**src/rtl/vedic_mul_pipe_if.sv**
```systemverilog
// rtl/vedic_mul_pipe_if.sv - Operand/result handshake bundle for vedic_mul_pipe
interface vedic_mul_pipe_if #(
  parameter int WIDTH = 32,
  parameter int TAG_W = 4
);
  logic               in_valid;
  logic               in_ready;
  logic [WIDTH-1:0]   in_a;
  logic [WIDTH-1:0]   in_b;
  logic               in_signed;
  logic [TAG_W-1:0]   in_tag;
  logic               out_valid;
  logic               out_ready;
  logic [2*WIDTH-1:0] out_result;
  logic [TAG_W-1:0]   out_tag;

  modport master (
    output in_valid, in_a, in_b, in_signed, in_tag, out_ready,
    input  in_ready, out_valid, out_result, out_tag
  );

  modport slave (
    input  in_valid, in_a, in_b, in_signed, in_tag, out_ready,
    output in_ready, out_valid, out_result, out_tag
  );
endinterface

```
**src/rtl/vedic_mul_pipe.sv**
```systemverilog
// rtl/vedic_mul_pipe.sv - Pipelined Urdhva-Tiryagbhyam multiplier, one pair per cycle, global stall
// Define VEDIC_MUL_SIGNED_EN to honour in_signed (sign-magnitude around the unsigned core).
module vedic_mul_pipe #(
  parameter int WIDTH = 32,
  parameter int TAG_W = 4
) (
  input  logic           clk,
  input  logic           rst,
  vedic_mul_pipe_if.slave io
);
  localparam int D  = WIDTH / 4;
  localparam int LV = $clog2(D);
  localparam int NW = (LV > 0) ? LV : 1;

  // 4x4 vertical-and-crosswise: every a[i]&b[j] lands in column i+j
  function automatic logic [7:0] leaf4(input logic [3:0] a, input logic [3:0] b);
    logic [7:0] acc;
    acc = '0;
    for (int i = 0; i < 4; i++)
      for (int j = 0; j < 4; j++)
        acc += 8'(a[i] & b[j]) << (i + j);
    return acc;
  endfunction

  logic                 stall;
  logic [WIDTH-1:0]     a_mag;
  logic [WIDTH-1:0]     b_mag;
  logic                 in_neg;
  logic                 neg_last;
  logic [LV:0]          vld_q;
  logic [TAG_W-1:0]     tag_q [LV+1];
  logic [NW-1:0]        neg_q;

  assign stall        = io.out_valid && !io.out_ready;
  assign io.in_ready  = !stall;
  assign io.out_valid = vld_q[LV];
  assign io.out_tag   = tag_q[LV];

`ifdef VEDIC_MUL_SIGNED_EN
  // -2^(W-1) negates to itself, which read as unsigned is already the right magnitude
  assign a_mag  = (io.in_signed && io.in_a[WIDTH-1]) ? -io.in_a : io.in_a;
  assign b_mag  = (io.in_signed && io.in_b[WIDTH-1]) ? -io.in_b : io.in_b;
  assign in_neg = io.in_signed && (io.in_a[WIDTH-1] ^ io.in_b[WIDTH-1]);
`else
  assign a_mag  = io.in_a;
  assign b_mag  = io.in_b;
  assign in_neg = io.in_signed & 1'b0;
`endif

  if (LV == 0) begin : g_neg0
    assign neg_last = in_neg;
  end else begin : g_negn
    assign neg_last = neg_q[LV-1];
  end

  always_ff @(posedge clk or posedge rst) begin
    if (rst) begin
      vld_q <= '0;
      neg_q <= '0;
      for (int k = 0; k <= LV; k++) tag_q[k] <= '0;
    end else if (!stall) begin
      vld_q[0] <= io.in_valid;
      tag_q[0] <= io.in_tag;
      neg_q[0] <= in_neg;
      for (int k = 1; k <= LV; k++) begin
        vld_q[k] <= vld_q[k-1];
        tag_q[k] <= tag_q[k-1];
      end
      for (int k = 1; k < NW; k++) neg_q[k] <= neg_q[k-1];
    end
  end

  // Stage k holds (D>>k)^2 block products; block (i,j) covers a-digit group i, b-digit group j
  for (genvar k = 0; k <= LV; k++) begin : g_stg
    localparam int BW  = 4 << k;
    localparam int PW  = 2 * BW;
    localparam int CNT = D >> k;

    logic [PW-1:0] nxt  [CNT][CNT];
    logic [PW-1:0] prod [CNT][CNT];

    if (k == 0) begin : g_leaf
      always_comb begin
        for (int i = 0; i < CNT; i++)
          for (int j = 0; j < CNT; j++)
            nxt[i][j] = leaf4(a_mag[4*i +: 4], b_mag[4*j +: 4]);
      end
    end else begin : g_merge
      always_comb begin
        for (int i = 0; i < CNT; i++)
          for (int j = 0; j < CNT; j++)
            nxt[i][j] = {g_stg[k-1].prod[2*i+1][2*j+1], g_stg[k-1].prod[2*i][2*j]}
                      + ((PW'(g_stg[k-1].prod[2*i+1][2*j]) + PW'(g_stg[k-1].prod[2*i][2*j+1]))
                         << (BW / 2));
      end
    end

    always_ff @(posedge clk or posedge rst) begin
      if (rst) begin
        for (int i = 0; i < CNT; i++)
          for (int j = 0; j < CNT; j++)
            prod[i][j] <= '0;
      end else if (!stall) begin
        for (int i = 0; i < CNT; i++)
          for (int j = 0; j < CNT; j++)
            prod[i][j] <= (k == LV && neg_last) ? -nxt[i][j] : nxt[i][j];
      end
    end
  end

  assign io.out_result = g_stg[LV].prod[0][0];
endmodule

```
**src/flat_wrapper.sv**
```systemverilog
// flat-port wrapper written by rule: the top's interface ports become plain ports
module vedic_mul_pipe_flat 
#(
  parameter int WIDTH = 32,
  parameter int TAG_W = 4
)
  (clk, rst, io_in_valid, io_in_a, io_in_b, io_in_signed, io_in_tag, io_out_ready, io_in_ready, io_out_valid, io_out_result, io_out_tag);
  vedic_mul_pipe_if #(.WIDTH(WIDTH), .TAG_W(TAG_W)) io_i ();
  input  logic clk;
  input  logic rst;
  input wire logic [$bits(io_i.in_valid)-1:0] io_in_valid;
  input wire logic [$bits(io_i.in_a)-1:0] io_in_a;
  input wire logic [$bits(io_i.in_b)-1:0] io_in_b;
  input wire logic [$bits(io_i.in_signed)-1:0] io_in_signed;
  input wire logic [$bits(io_i.in_tag)-1:0] io_in_tag;
  input wire logic [$bits(io_i.out_ready)-1:0] io_out_ready;
  output wire logic [$bits(io_i.in_ready)-1:0] io_in_ready;
  output wire logic [$bits(io_i.out_valid)-1:0] io_out_valid;
  output wire logic [$bits(io_i.out_result)-1:0] io_out_result;
  output wire logic [$bits(io_i.out_tag)-1:0] io_out_tag;
  assign io_i.in_valid = io_in_valid;
  assign io_i.in_a = io_in_a;
  assign io_i.in_b = io_in_b;
  assign io_i.in_signed = io_in_signed;
  assign io_i.in_tag = io_in_tag;
  assign io_i.out_ready = io_out_ready;
  assign io_in_ready = io_i.in_ready;
  assign io_out_valid = io_i.out_valid;
  assign io_out_result = io_i.out_result;
  assign io_out_tag = io_i.out_tag;
  vedic_mul_pipe #(.WIDTH(WIDTH), .TAG_W(TAG_W)) u_core (.clk(clk), .rst(rst), .io(io_i));
endmodule
```
**config.mk**
```make
export PLATFORM = sky130hd
export DESIGN_NAME = vedic_mul_pipe_flat
export DESIGN_NICKNAME = d
export VERILOG_FILES = /design/src/rtl/vedic_mul_pipe_if.sv /design/src/rtl/vedic_mul_pipe.sv /design/src/flat_wrapper.sv
export SDC_FILE = /design/constraint.sdc
export NUM_CORES = 2
export LEC_CHECK = 0
export BUFFER_PORTS_ARGS = -buffer_cell sky130_fd_sc_hd__buf_2
export CAP_MARGIN = 20
export CORE_MARGIN = 4
export CORE_UTILIZATION = 60
export CTS_CLUSTER_SIZE = 25
export DETAILED_ROUTE_END_ITERATION = 6
export GPL_TIMING_DRIVEN = 0
export HOLD_SLACK_MARGIN = 0.08
export PLACE_DENSITY = 0.87
export SLEW_MARGIN = 40
export SYNTH_ARGS = -nofsm -noshare
export SYNTH_HDL_FRONTEND = slang
export SYNTH_SLANG_ARGS = --single-unit
```
**constraint.sdc**
```tcl
create_clock -name clk -period 33.2 [get_ports clk]
set_clock_uncertainty 0.1 [all_clocks]
set_input_delay 3.32 -clock clk [delete_from_list [all_inputs] [get_ports clk]]
set_output_delay 3.32 -clock clk [all_outputs]
set_load 0.01 [all_outputs]
```
==> run metrics <==
worst-margin pin slew=976 ps; global-route wire length before repair=465000 µm; P&R area growth vs syn=10.1%; row cnt=133; post-CTS sizing=0; Critical Path Fanout Max=11; Worst-path clk slew=60 ps; gr usage total=46.1%; crit start category=input pin; Max-slew headroom=34.4%; CP Capture Type=primary output; # DRC=0; Post-synth top flop=dfrtp_1; Max Cap Viol=0; Fill cells=10.7k; sequential cell area fraction in the yosys report=30.7%; Port Buffers=141; CTS H-tree depth=3; Final Setup Violations=0; vias per inst=6.18; Async SR Flop Fraction=100%; RSZ-0062 raised after global routing=false; grt ovf=0; final instance area=88000 µm²; starting DRC count in detailed routing=8760; hpwl dp=251000 µm; Final GP Congestion=1.05; met2 usage=64.2%; Tcrit/Tclk final=29.3%; clk_lat worst skew=800 ps; WS Path Type=input pin to primary output; die height=373 µm; Horiz. Die Dim=373 µm; Synth Instances=9193; CORE AREA=132000 µm²; clk sink count=980; vias in the first global route=67.3k; Post-Syn Area=79900 µm²; setup bufs post-CTS=0; outcome=completed; Final nets=11.0k; syn_nets=10.7k; Min Hold Slack=348 ps; dpl cell area=83900 µm²; Worst EP arrival=6290 ps; pin count of the biggest net entering global routing=83; Post-synth EDFFs=0; hold-fix buffers at CTS=0; Yosys warnings=0; Syn Area/Cell=8.70 µm²; Distinct cells, synth=76; number of nets with antenna violations after routing=0; IO Count=143; HP Class=register to register; total iterations of the first detailed-routing run=6; FMAX=103 MHz; clock tree buffer depth=3; final hold violation count=0; total CTS buffers=110; GR Util met3=17.3%; CTS root buffer=clkbuf_16; initial antenna violation count=50; Initial Util=60.6%; CTS tree=done; fraction of final layout cells sized beyond drive strength 1=6.05%; Vias=70.2k; die area=139000 µm²; required time worst endpoint=29780 ps; minimum clock period=9710 ps; Final Max Slew Viols=0; #FFs+latches synth=980; busiest grt layer=met2; drt wl/cell=28.8 µm; final WL=327000 µm; grt met1 use=61.3%
## path summary, 6_finish.rpt
check / slack (ps) / to / start / cells past startpoint
worst max register to register: 27180 / u_core.io.out_result[54] / u_core.g_stg[2].prod[35] / 18
worst min register to register: 350 / u_core.io.out_tag[0] / u_core.tag_q[4] / 2
min in group asynchronous: 2420 / u_core.g_stg[1].prod[13] / rst / 2
worst max-delay path: 23490 / io_in_ready / io_out_ready / 8
max in group asynchronous: 28410 / u_core.g_stg[0].prod[343] / rst / 7
worst min-delay path: 350 / u_core.io.out_tag[0] / u_core.tag_q[4] / 2
## Yosys cell counts (13+ instances only)
cell type | instances | area (µm²)
a211oi_1 | 32 | 240
a21o_1 | 251 | 1880
a21oi_1 | 690 | 3450
a31oi_1 | 37 | 231
and2_1 | 581 | 3630
and3_1 | 24 | 150
buf_1 | 16 | 60.1
clkbuf_1 | 402 | 1510
dfrtp_1 | 980 | 24500
fa_1 | 363 | 7270
ha_1 | 1114 | 13900
inv_1 | 691 | 2590
nand2_1 | 1955 | 7340
nand2b_1 | 38 | 238
nand3_1 | 137 | 686
nand4_1 | 13 | 81.3
nor2_1 | 448 | 1680
nor2b_1 | 57 | 357
nor3_1 | 52 | 260
o211ai_1 | 24 | 180
o21a_1 | 35 | 263
o21ai_0 | 362 | 1810
o21bai_1 | 131 | 983
or4_1 | 18 | 135
xnor2_1 | 271 | 2370
xor2_1 | 341 | 2990
## cell families (layout without fill, tap and decap cells)
kind of cell    after synthesis  after routing  share of synthesized area (%)
simple gates               3349           3349                           18.4
compound gates             1656           1656                           12.4
fa+ha+maj                  1477           1477                           26.5
buf+inv                    1117           1497                           5.27
flops                       980            980                           30.7
xor+xnor                    612            612                           6.70
mux                           2              2                         0.0266
other cells                   0             33                              0
## critical path, cell delays in order
cell	delay [ps]
buf_2	70
nor2b_1	40
clkbuf_2	410
inv_2	300
clkbuf_1	710
clkbuf_2	740
clkbuf_1	470
buf_2	220
## metal layers
metal / vias up / share of wire (%)
li1: 30800 / -
met1: 34200 / 39
met2: 4287 / 40
met3: 895 / 14
met4: 8 / 7.1
met5: - / 0.017
## layout make-up
cell class	instances	area [µm²]	area share, %
Buffer	425	1830	2.08
Sequential cell	980	24500	27.9
Inverter	692	2610	2.96
Tap cell	1755	2200	2.50
Timing Repair Buffer	174	1500	1.71
Clock inverter	53	777	0.883
Antenna cell	33	82.6	0.0939
Clock buffer	153	3120	3.55
Multi-Input combinational cell	7096	51300	58.4
## state kept, by name, indices dropped and copies added (netlist names)
register	flops
u_core.g_stg.prod	896
u_core.io.out_result	64
u_core.tag_q	12
u_core.io.out_tag	4
u_core.vld_q	4
## placed cells by master (no fill, tap or decap), drive strengths merged, types with 9 or more instances in the layout
cell type  synthesis  final
nand2           1955   1955
ha              1114   1114
dfrtp            980    980
inv              692    698
a21oi            692    692
and2             581    581
clkbuf           402    555
nor2             448    448
o21ai            374    374
fa               363    363
xor2             341    341
xnor2            271    271
a21o             251    251
buf               23    197
nand3            137    137
o21bai           131    131
nor2b             57     57
nor3              52     52
nand2b            38     38
a31oi             38     38
o21a              35     35
diode              0     33
a211oi            33     33
clkinv             0     28
o211ai            26     26
and3              24     24
or4               18     18
nand4             13     13
bufinv             0     12
or3               11     11
o31ai              9      9
## metrics by stage
| step | util (%) | worst slack, ps | std cells | TNS [ps] |
|---|---|---|---|---|
| floorplan | - | 2210 | 9193 | 0 |
| global placement | 62.8 | -8540 | 11100 | -8145310 |
| detailed placement | 63.6 | 23650 | 11100 | 0 |
| CTS | 66.5 | 23640 | 11300 | 0 |
| global route | 66.6 | 23540 | 11300 | 0 |
| finish | 66.7 | 23490 | 11400 | 0 |
Power is not shown: default switching activity piles up to over one toggle a cycle in this logic, so the estimate is an artifact.
